[config.mk]
export PLATFORM = sky130hd
export DESIGN_NAME = status_register_flat
export DESIGN_NICKNAME = d
export VERILOG_FILES = /design/src/rtl/status_register_pkg.sv /design/src/rtl/status_register_if.sv /design/src/rtl/status_register_sync_n.sv /design/src/rtl/status_register.sv /design/src/flat_wrapper.sv
export SDC_FILE = /design/constraint.sdc
export NUM_CORES = 1
export LEC_CHECK = 0
export BUFFER_PORTS_ARGS = -buffer_cell sky130_fd_sc_hd__buf_2
export CORE_MARGIN = 5
export CORE_UTILIZATION = 46
export DETAILED_ROUTE_END_ITERATION = 8
export PLACE_DENSITY_LB_ADDON = 0.1
export REMOVE_ABC_BUFFERS = 1
export SYNTH_ARGS = -nofsm -noshare
export SYNTH_HDL_FRONTEND = slang
export SYNTH_SLANG_ARGS = --single-unit
[constraint.sdc]
create_clock -name clk -period 2.5 [get_ports clk]
set_input_delay 0.5 -clock clk [delete_from_list [all_inputs] [get_ports clk]]
set_output_delay 0.5 -clock clk [all_outputs]
set_load 0.02 [all_outputs]
[src/rtl/status_register_pkg.sv]
// Shared types for the 6502 status register: flag_op encoding, P bit indices, stored-flag struct.
package status_register_pkg;

  localparam int unsigned FLAG_OP_W = 4;
  localparam int unsigned P_W       = 8;

  localparam int unsigned P_C = 0;
  localparam int unsigned P_Z = 1;
  localparam int unsigned P_I = 2;
  localparam int unsigned P_D = 3;
  localparam int unsigned P_B = 4;
  localparam int unsigned P_U = 5;
  localparam int unsigned P_V = 6;
  localparam int unsigned P_N = 7;

  typedef enum logic [FLAG_OP_W-1:0] {
    NOP      = 4'd0,
    ALU_NZ   = 4'd1,
    ALU_NZC  = 4'd2,
    ALU_NVZC = 4'd3,
    BIT      = 4'd4,
    LOAD_BUS = 4'd5,
    SEC      = 4'd6,
    CLC      = 4'd7,
    SEI      = 4'd8,
    CLI      = 4'd9,
    SED      = 4'd10,
    CLD      = 4'd11,
    CLV      = 4'd12
  } flag_op_t;

  // Only the six architectural flags are stored; bit5 and B are synthesised on read.
  typedef struct packed {
    logic n;
    logic v;
    logic d;
    logic i;
    logic z;
    logic c;
  } flags_t;

  function automatic logic [P_W-1:0] p_image(flags_t f, logic b);
    logic [P_W-1:0] img;
    img      = '0;
    img[P_N] = f.n;
    img[P_V] = f.v;
    img[P_U] = 1'b1;
    img[P_B] = b;
    img[P_D] = f.d;
    img[P_I] = f.i;
    img[P_Z] = f.z;
    img[P_C] = f.c;
    return img;
  endfunction

endpackage

[src/rtl/status_register_if.sv]
// Control/ALU/bus/interrupt connection bundle for status_register.
interface status_register_if;
  import status_register_pkg::*;

  flag_op_t       flag_op;
  logic           alu_negative;
  logic           alu_overflow;
  logic           alu_zero;
  logic           alu_carry;
  logic [P_W-1:0] data_in;
  logic           push_brk;
  logic [P_W-1:0] p_out;
  logic [P_W-1:0] p_push;
  logic           carry_flag;
  logic           decimal_flag;
  logic           irq_n;
  logic           nmi_n;
  logic           nmi_ack;
  logic           irq_pending;
  logic           nmi_pending;

  modport master (
    output flag_op, alu_negative, alu_overflow, alu_zero, alu_carry,
    output data_in, push_brk, irq_n, nmi_n, nmi_ack,
    input  p_out, p_push, carry_flag, decimal_flag, irq_pending, nmi_pending
  );

  modport slave (
    input  flag_op, alu_negative, alu_overflow, alu_zero, alu_carry,
    input  data_in, push_brk, irq_n, nmi_n, nmi_ack,
    output p_out, p_push, carry_flag, decimal_flag, irq_pending, nmi_pending
  );
endinterface

[src/rtl/status_register_sync_n.sv]
// Multi-flop synchroniser for an asynchronous active-low pin; resets to the idle (1) level.
module sync_n #(
  parameter int unsigned STAGES = 2
) (
  input  logic clk,
  input  logic rst_n,
  input  logic async_n_i,
  output logic sync_n_o
);

  logic [STAGES-1:0] sync_q;

  always_ff @(posedge clk or negedge rst_n) begin
    if (!rst_n) begin
      sync_q <= '1;
    end else begin
      sync_q <= {sync_q[STAGES-2:0], async_n_i};
    end
  end

  assign sync_n_o = sync_q[STAGES-1];

endmodule

[src/rtl/status_register.sv]
// 6502 P register with flag update ops, push image and IRQ/NMI request front end.
// Build option DECIMAL_MODE_EN: when defined, decimal_flag follows stored D; otherwise tied 0.
module status_register
  import status_register_pkg::*;
#(
  parameter logic [P_W-1:0] RESET_VALUE = 8'h24,
  parameter int unsigned    SYNC_STAGES = 2
) (
  input logic               clk,
  input logic               rst_n,
  status_register_if.slave  sr_if
);

  flags_t flags_q, flags_d;
  logic   irq_sync, nmi_sync;
  logic   nmi_prev_q;
  logic   nmi_pending_q, nmi_pending_d;
  logic   nmi_fall_c;
  logic   unused_bits;

  sync_n #(.STAGES(SYNC_STAGES)) u_irq_sync (
    .clk       (clk),
    .rst_n     (rst_n),
    .async_n_i (sr_if.irq_n),
    .sync_n_o  (irq_sync)
  );

  sync_n #(.STAGES(SYNC_STAGES)) u_nmi_sync (
    .clk       (clk),
    .rst_n     (rst_n),
    .async_n_i (sr_if.nmi_n),
    .sync_n_o  (nmi_sync)
  );

  // Flag next-state: each op touches only the flags it names.
  always_comb begin
    flags_d = flags_q;
    case (sr_if.flag_op)
      ALU_NZ: begin
        flags_d.n = sr_if.alu_negative;
        flags_d.z = sr_if.alu_zero;
      end
      ALU_NZC: begin
        flags_d.n = sr_if.alu_negative;
        flags_d.z = sr_if.alu_zero;
        flags_d.c = sr_if.alu_carry;
      end
      ALU_NVZC: begin
        flags_d.n = sr_if.alu_negative;
        flags_d.v = sr_if.alu_overflow;
        flags_d.z = sr_if.alu_zero;
        flags_d.c = sr_if.alu_carry;
      end
      BIT: begin
        flags_d.n = sr_if.data_in[P_N];
        flags_d.v = sr_if.data_in[P_V];
        flags_d.z = sr_if.alu_zero;
      end
      LOAD_BUS: begin
        flags_d.n = sr_if.data_in[P_N];
        flags_d.v = sr_if.data_in[P_V];
        flags_d.d = sr_if.data_in[P_D];
        flags_d.i = sr_if.data_in[P_I];
        flags_d.z = sr_if.data_in[P_Z];
        flags_d.c = sr_if.data_in[P_C];
      end
      SEC:     flags_d.c = 1'b1;
      CLC:     flags_d.c = 1'b0;
      SEI:     flags_d.i = 1'b1;
      CLI:     flags_d.i = 1'b0;
      SED:     flags_d.d = 1'b1;
      CLD:     flags_d.d = 1'b0;
      CLV:     flags_d.v = 1'b0;
      default: ;
    endcase
  end

  // A new falling edge beats a same-cycle ack so no NMI is lost.
  assign nmi_fall_c    = nmi_prev_q & ~nmi_sync;
  assign nmi_pending_d = nmi_fall_c | (nmi_pending_q & ~sr_if.nmi_ack);

  always_ff @(posedge clk or negedge rst_n) begin
    if (!rst_n) begin
      flags_q       <= '{n: RESET_VALUE[P_N], v: RESET_VALUE[P_V], d: RESET_VALUE[P_D],
                         i: RESET_VALUE[P_I], z: RESET_VALUE[P_Z], c: RESET_VALUE[P_C]};
      nmi_prev_q    <= 1'b1;
      nmi_pending_q <= 1'b0;
    end else begin
      flags_q       <= flags_d;
      nmi_prev_q    <= nmi_sync;
      nmi_pending_q <= nmi_pending_d;
    end
  end

  assign sr_if.p_out       = p_image(flags_q, 1'b1);
  assign sr_if.p_push      = p_image(flags_q, sr_if.push_brk);
  assign sr_if.carry_flag  = flags_q.c;
  assign sr_if.nmi_pending = nmi_pending_q;
  // Masked by the registered I, so SEI/CLI/PLP take effect one cycle late.
  assign sr_if.irq_pending = ~irq_sync & ~flags_q.i;

`ifdef DECIMAL_MODE_EN
  assign sr_if.decimal_flag = flags_q.d;
`else
  assign sr_if.decimal_flag = 1'b0;
`endif

  // Bus bits 5 and 4 carry no stored state.
  assign unused_bits = ^sr_if.data_in[P_U:P_B];

endmodule

[src/flat_wrapper.sv]
// flat-port wrapper written by rule: the top's interface ports become plain ports
module status_register_flat import status_register_pkg::*;
#(
  parameter logic [P_W-1:0] RESET_VALUE = 8'h24,
  parameter int unsigned    SYNC_STAGES = 2
)
  (clk, rst_n, sr_if_flag_op, sr_if_alu_negative, sr_if_alu_overflow, sr_if_alu_zero, sr_if_alu_carry, sr_if_data_in, sr_if_push_brk, sr_if_irq_n, sr_if_nmi_n, sr_if_nmi_ack, sr_if_p_out, sr_if_p_push, sr_if_carry_flag, sr_if_decimal_flag, sr_if_irq_pending, sr_if_nmi_pending);
  status_register_if sr_if_i ();
  input logic clk;
  input logic rst_n;
  input wire logic [$bits(sr_if_i.flag_op)-1:0] sr_if_flag_op;
  input wire logic [$bits(sr_if_i.alu_negative)-1:0] sr_if_alu_negative;
  input wire logic [$bits(sr_if_i.alu_overflow)-1:0] sr_if_alu_overflow;
  input wire logic [$bits(sr_if_i.alu_zero)-1:0] sr_if_alu_zero;
  input wire logic [$bits(sr_if_i.alu_carry)-1:0] sr_if_alu_carry;
  input wire logic [$bits(sr_if_i.data_in)-1:0] sr_if_data_in;
  input wire logic [$bits(sr_if_i.push_brk)-1:0] sr_if_push_brk;
  input wire logic [$bits(sr_if_i.irq_n)-1:0] sr_if_irq_n;
  input wire logic [$bits(sr_if_i.nmi_n)-1:0] sr_if_nmi_n;
  input wire logic [$bits(sr_if_i.nmi_ack)-1:0] sr_if_nmi_ack;
  output wire logic [$bits(sr_if_i.p_out)-1:0] sr_if_p_out;
  output wire logic [$bits(sr_if_i.p_push)-1:0] sr_if_p_push;
  output wire logic [$bits(sr_if_i.carry_flag)-1:0] sr_if_carry_flag;
  output wire logic [$bits(sr_if_i.decimal_flag)-1:0] sr_if_decimal_flag;
  output wire logic [$bits(sr_if_i.irq_pending)-1:0] sr_if_irq_pending;
  output wire logic [$bits(sr_if_i.nmi_pending)-1:0] sr_if_nmi_pending;
  assign sr_if_i.flag_op = sr_if_flag_op;
  assign sr_if_i.alu_negative = sr_if_alu_negative;
  assign sr_if_i.alu_overflow = sr_if_alu_overflow;
  assign sr_if_i.alu_zero = sr_if_alu_zero;
  assign sr_if_i.alu_carry = sr_if_alu_carry;
  assign sr_if_i.data_in = sr_if_data_in;
  assign sr_if_i.push_brk = sr_if_push_brk;
  assign sr_if_i.irq_n = sr_if_irq_n;
  assign sr_if_i.nmi_n = sr_if_nmi_n;
  assign sr_if_i.nmi_ack = sr_if_nmi_ack;
  assign sr_if_p_out = sr_if_i.p_out;
  assign sr_if_p_push = sr_if_i.p_push;
  assign sr_if_carry_flag = sr_if_i.carry_flag;
  assign sr_if_decimal_flag = sr_if_i.decimal_flag;
  assign sr_if_irq_pending = sr_if_i.irq_pending;
  assign sr_if_nmi_pending = sr_if_i.nmi_pending;
  status_register #(.RESET_VALUE(RESET_VALUE), .SYNC_STAGES(SYNC_STAGES)) u_core (.clk(clk), .rst_n(rst_n), .sr_if(sr_if_i));
endmodule
### Word-level counts from Yosys, hierarchy flattened

Index checks and enable logic that the tools add are counted.
Widths: inputs -> output; s select.

| word-level totals | value |
|---|---|
| register bits after elaboration | 12 |
| latch bits | 0 |
| memory bits (writable) | 0 |
| bits in read-only memories | 0 |
| input port bits | 22 |
| output and inout bits | 20 |
| word-level logic and storage cells | 46 |
| memories kept | 0 |

| cells by class | value |
|---|---|
| add/subtract/negate cells | 0 |
| $mul | 0 |
| divide/modulo/power cells | 0 |
| $lt $le $gt $ge | 0 |
| equality and inequality tests | 12 |
| shift operators | 0 |
| muxes and demuxes | 6 |
| bitwise operators | 8 |
| reduce and logical (&&, ||, !) cells | 10 |

Operators by type and width:

| cell | number |
|---|---|
| $eq 4x4->1 const B | 5 |
| $eq 4x3->1 const B | 4 |
| $pmux 1 s3 | 3 |
| $reduce_bool 3->1 | 3 |
| $eq 4x2->1 const B | 2 |
| $eq 4x1->1 const B | 1 |
| $not 1->1 | 4 |
| $pmux 1 s2 | 2 |
| $pmux 1 s4 | 1 |
| $reduce_bool 2->1 | 2 |
| $reduce_bool 4->1 | 1 |
| $reduce_or 2->1 | 2 |
| $reduce_or 4->1 | 1 |
| $and 1x1->1 | 3 |
| $reduce_or 3->1 | 1 |
| $or 1x1->1 | 1 |

### Longest topological paths before layout

| logic depth | value |
|---|---|
| depth in word-level cells | 3 |
| gate-level depth with buffers | 4 |
| depth with buffers taken out | 3 |

### Hierarchy

Synthesis repeated with hierarchy kept, for this count alone.

| second synthesis, totals | value |
|---|---|
| cell total of the unflattened synthesis | 71 |
| area, all modules | 719.4 um^2 |

By module, submodules not included:

| module | times used | cells an instance | area an instance (um^2) | seq. area each (um^2) |
|---|---|---|---|---|
| status_register | 1 | 67 | 614.3 | 202.7 |
| sync_n | 2 | 2 | 52.6 | 52.6 |

### Least setup slack after synthesis

Ideal clock, no wire load.

| timing | value |
|---|---|
| path type | input port to flip-flop |
| from | in sr_if_flag_op[3] |
| to | reg u_core.flags_q (netlist bit u_core.sr_if.p_out[7]) |
| library setup time | 139 ps |
| data arrival time | 1142 ps |
| required time | 2361 ps |
| slack | 1218 ps |
| stages | 3 |
| buffers on the path | 0 |
| cells stage by stage | or3_2 > a21oi_1 > a221oi_1 |

| between the ends | value |
|---|---|
| word-level cells in the longest chain between the ends | 3 |
| elaborated cells on any way between the ends | 9 |
| those cells by class | eq/ne (5); mux (1); reduce/logical (3) |

RTL lines:

| element | line | RTL |
|---|---|---|
| from (decl) | flat_wrapper.sv:11 | `input wire logic [$bits(sr_if_i.flag_op)-1:0] sr_if_flag_op;` |
| $eq 4x1->1, or another cell as far along | status_register.sv:38 | `case (sr_if.flag_op)` |
| $reduce_or 3->1 (no line) / $reduce_or 2->1 (equally long branches) | -- |  |
| $pmux 1 s2 / $reduce_bool 2->1 (equally long branches) | -- |  |
| to (signal assigned) | status_register.sv:84 | `flags_q <= '{n: RESET_VALUE[P_N], v: RESET_VALUE[P_V], d: RESET_VALUE[P_D],` |
| to (signal assigned) | status_register.sv:89 | `flags_q <= flags_d;` |
| to (decl) | status_register.sv:14 | `flags_t flags_q, flags_d;` |

Several ways; a longest one is shown, not always the timed one.
A chain may end at the register's enable or synchronous reset.

### Worst setup path in the final report

| timing | value |
|---|---|
| from | reg u_core.flags_q (netlist bit u_core.sr_if.p_out[2]) |
| to | out sr_if_irq_pending |

| between the ends | value |
|---|---|
| word-level cells in the longest chain between the ends | 2 |

RTL lines:

| element | line | RTL |
|---|---|---|
| $not 1->1 | status_register.sv:100 | `assign sr_if.irq_pending = ~irq_sync & ~flags_q.i;` |
| $and 1x1->1 | status_register.sv:100 |  |
| to (decl) | flat_wrapper.sv:25 | `output wire logic [$bits(sr_if_i.irq_pending)-1:0] sr_if_irq_pending;` |

No other way between the ends.

==> metrics.md <==
| Metric | Value |
|---|---|
| Largest net degree at the start of global routing | 20 |
| Final Worst Setup Slack | 0.951 ns |
| # IOs | 42 |
| Avg Cell Area, Syn | 10.0 um^2 |
| DRT Pass-1 Iters | 2 |
| Final Non-Filler Cells | 117 |
| Core Rows | 14 |
| First-pass GRT wire length | 2500 um |
| Pre-CTS WS | 0.947 ns |
| Die height | 51.2 um |
| Initial antenna violation count | 0 |
| Synth area leader | dfstp_2 |
| Peak supply drop | 0.263 mV |
| Final WL | 1530 um |
| Final Max Tran Viols | 0 |
| Starting density of the core | 50.1% |
| Post-synthesis cell count | 78 |
| WL met2 | 702 um |
| DR WL/cell | 13.1 um |
| Die W | 51.2 um |
| # hold bufs at CTS | 0 |
| Layout cells sized above 1 | 47.5% |
| Fin crit period | 1.55 ns |
| 1st-iter DRT viols | 1 |
| Mapped cell area | 781 um^2 |
| Sum of negative setup slack | 0 ns |
| Asr flop ratio synth | 100% |
| Pwr/cell area | 660 nW/um^2 |
| Post-CTS Resized | 0 |
| Post-synthesis sequential area ratio | 39.4% |
| Clock transition at the registers of the reported paths | 0.09 ns |
| DR WL met3 | 122 um |
| Final Hold Fails | 0 |
| Flop pwr share | 41.6% |
| Layout Nets | 124 |
| Sw Pwr | 0.198 mW |
| Post-DP HPWL | 1130 um |
| CP max FO | 6 |
| Tot GR Track Use | 12.6% |
| H-tree depth | 1 |
| CTS tree | done |
| Setup bufs post-CTS | 0 |
| DP Area | 840 um^2 |
| Floorplan Core Area | 1560 um^2 |
| Top Metal Used | met4 |
| Period utilisation layout | 62.0% |
| Clk network pwr share | 26.8% |
| Post-synth EDFFs | 0 |
| Critical path startpoint category | flip-flop |
| Die area | 2620 um^2 |
| Via Count | 606 |
| Critical Path AT | 1.05 ns |
| DRT met1 WL | 690 um |
| Yosys warns | 0 |
| Vias in the first global route | 553 |
| Clk buf depth | 2 |
| Critical path class | reg -> out |
| Worst skew pair latency | 0.26 ns |
| Area grow syn2layout | 12.2% |
| Commonest non-fill, non-tap cells in the layout | 33 x buf_2, 6 x inv_1, 6 x dfstp_2, 6 x dfrtp_1, 5 x o21ai_0 |
| HP Class | in -> async |
| Outcome | complete, no violations |
| Max-cap violations | 0 |
| RSZ-0062 raised after global routing | no |
| Remaining DRCs | 0 |
| Main synth FF type | dfstp_2 |
| Post-route ant nets | 0 |
| CTS Buf Count | 3 |
| Area share of the largest cell type after synthesis | 20.2% |
| GRT overflow | 0 |
| Worst path required time | 2.00 ns |
| Clk_skew | 0.000239 ns |
| Clk sinks | 12 |
| Commonest non-fill, non-tap cell in the layout | buf_2 |
| Logic pwr share | 31.6% |
| Setup crit end kind | output pin |
| Final setup violation count | 0 |
| Final RePlAce weighted congestion | 0.700 |
| Library cells used by synthesis | 36 |
| Int Pwr | 0.380 mW |
| Fmax achieved | 646 MHz |
| PortBufs | 33 |
| FF+latch count, synth | 12 |
| Ant. Diodes | 0 |
| Placed instance count | 113 |
| Post-route cell area | 876 um^2 |
| Drt via density | 5.18 |
| Top post-synthesis cells by area | dfstp_2 20%, dfrtp_1 19%, buf_4 12% |
| Clk root buf | clkbuf_4 |
| Leakage | 0.430 nW |
| Switching part of the total power | 34.2% |
layout make-up:
class / count / area [um^2]
sequential: 12 / 308
clock buffer: 4 / 36.3
inverter: 6 / 22.5
multi-input combinational: 46 / 324
fill: 142 / 683
tap: 16 / 20.0
timing repair buffer: 33 / 165
flip-flops by register name (all words and copies together), names as in the netlist:
signal,cells
u_core.sr_if.p_out,5
u_core.u_irq_sync.sync_q,2
u_core.u_nmi_sync.sync_q,2
u_core.nmi_prev_q,1
u_core.sr_if.carry_flag,1
u_core.sr_if.nmi_pending,1
per-stage QoR:
stage	total power, mW	hold slack [ns]	utilization [%]
final	0.578	0.0835	56.2
after global routing	0.613	0.103	56.2
after CTS	0.586	0.0957	56.2
after detailed placement	0.428	0.347	53.9
after global placement	0.425	0.346	53.9
after floorplan	0.350	0.204	-
worst paths after layout:
check / from / to / slack [ns] / cells past startpoint
setup / recovery: u_core.sr_if.p_out[2] / sr_if_irq_pending / 0.95 / 2
hold / removal: rst_n / u_core.sr_if.p_out[3] / 0.08 / 1
setup reg to reg: u_core.sr_if.p_out[3] / u_core.sr_if.p_out[3] / 1.38 / 3
hold reg to reg: u_core.u_irq_sync.sync_q[0] / u_core.u_irq_sync.sync_q[1] / 0.36 / 0
max in group asynchronous: rst_n / u_core.u_irq_sync.sync_q[0] / 2.14 / 1
min in group clk: sr_if_irq_n / u_core.u_irq_sync.sync_q[0] / 0.33 / 1
metal layers:
metal | vias up | GRT usage [%]
li1 | 308 | -
met1 | 275 | 17.1
met2 | 21 | 18.9
met3 | 2 | 3.20
met4 | 0 | 5.38
met5 | - | 0
cell usage after synthesis (2+ instances only):
master    count
nor2_1        2
clkbuf_8      2
dfstp_2       6
nand2_1       2
buf_4        12
nand2b_1      2
nor2b_1       2
conb_1        2
dfrtp_1       6
mux2i_1       3
inv_1         6
o21ai_0       5
or3b_1        2
a32oi_1       2
a21oi_1       3
logic make-up after synthesis:
| kind of cell | share of synthesized area (%) |
|---|---|
| AOI/OAI and AO/OA | 21.6 |
| buffers and inverters | 20.0 |
| DFF | 39.4 |
| muxes | 3.85 |
| other | 0.962 |
| and+or+nand+nor | 14.1 |
power groups by stage:
stage	sequential [mW]	clock (mW)	combinational [mW]
global route	0.245	0.171	0.197
detailed placement	0.244	0	0.184
global placement	0.243	0	0.182
finish	0.241	0.155	0.182
CTS	0.241	0.161	0.184
floorplan	0.294	0	0.0561
worst max-delay path, stage by stage, from the launching register on:
cell     delay (ns)
dfstp_2        0.58
nor2_1         0.05
buf_2          0.15
Note: power is estimated with default switching activity, not from simulation.
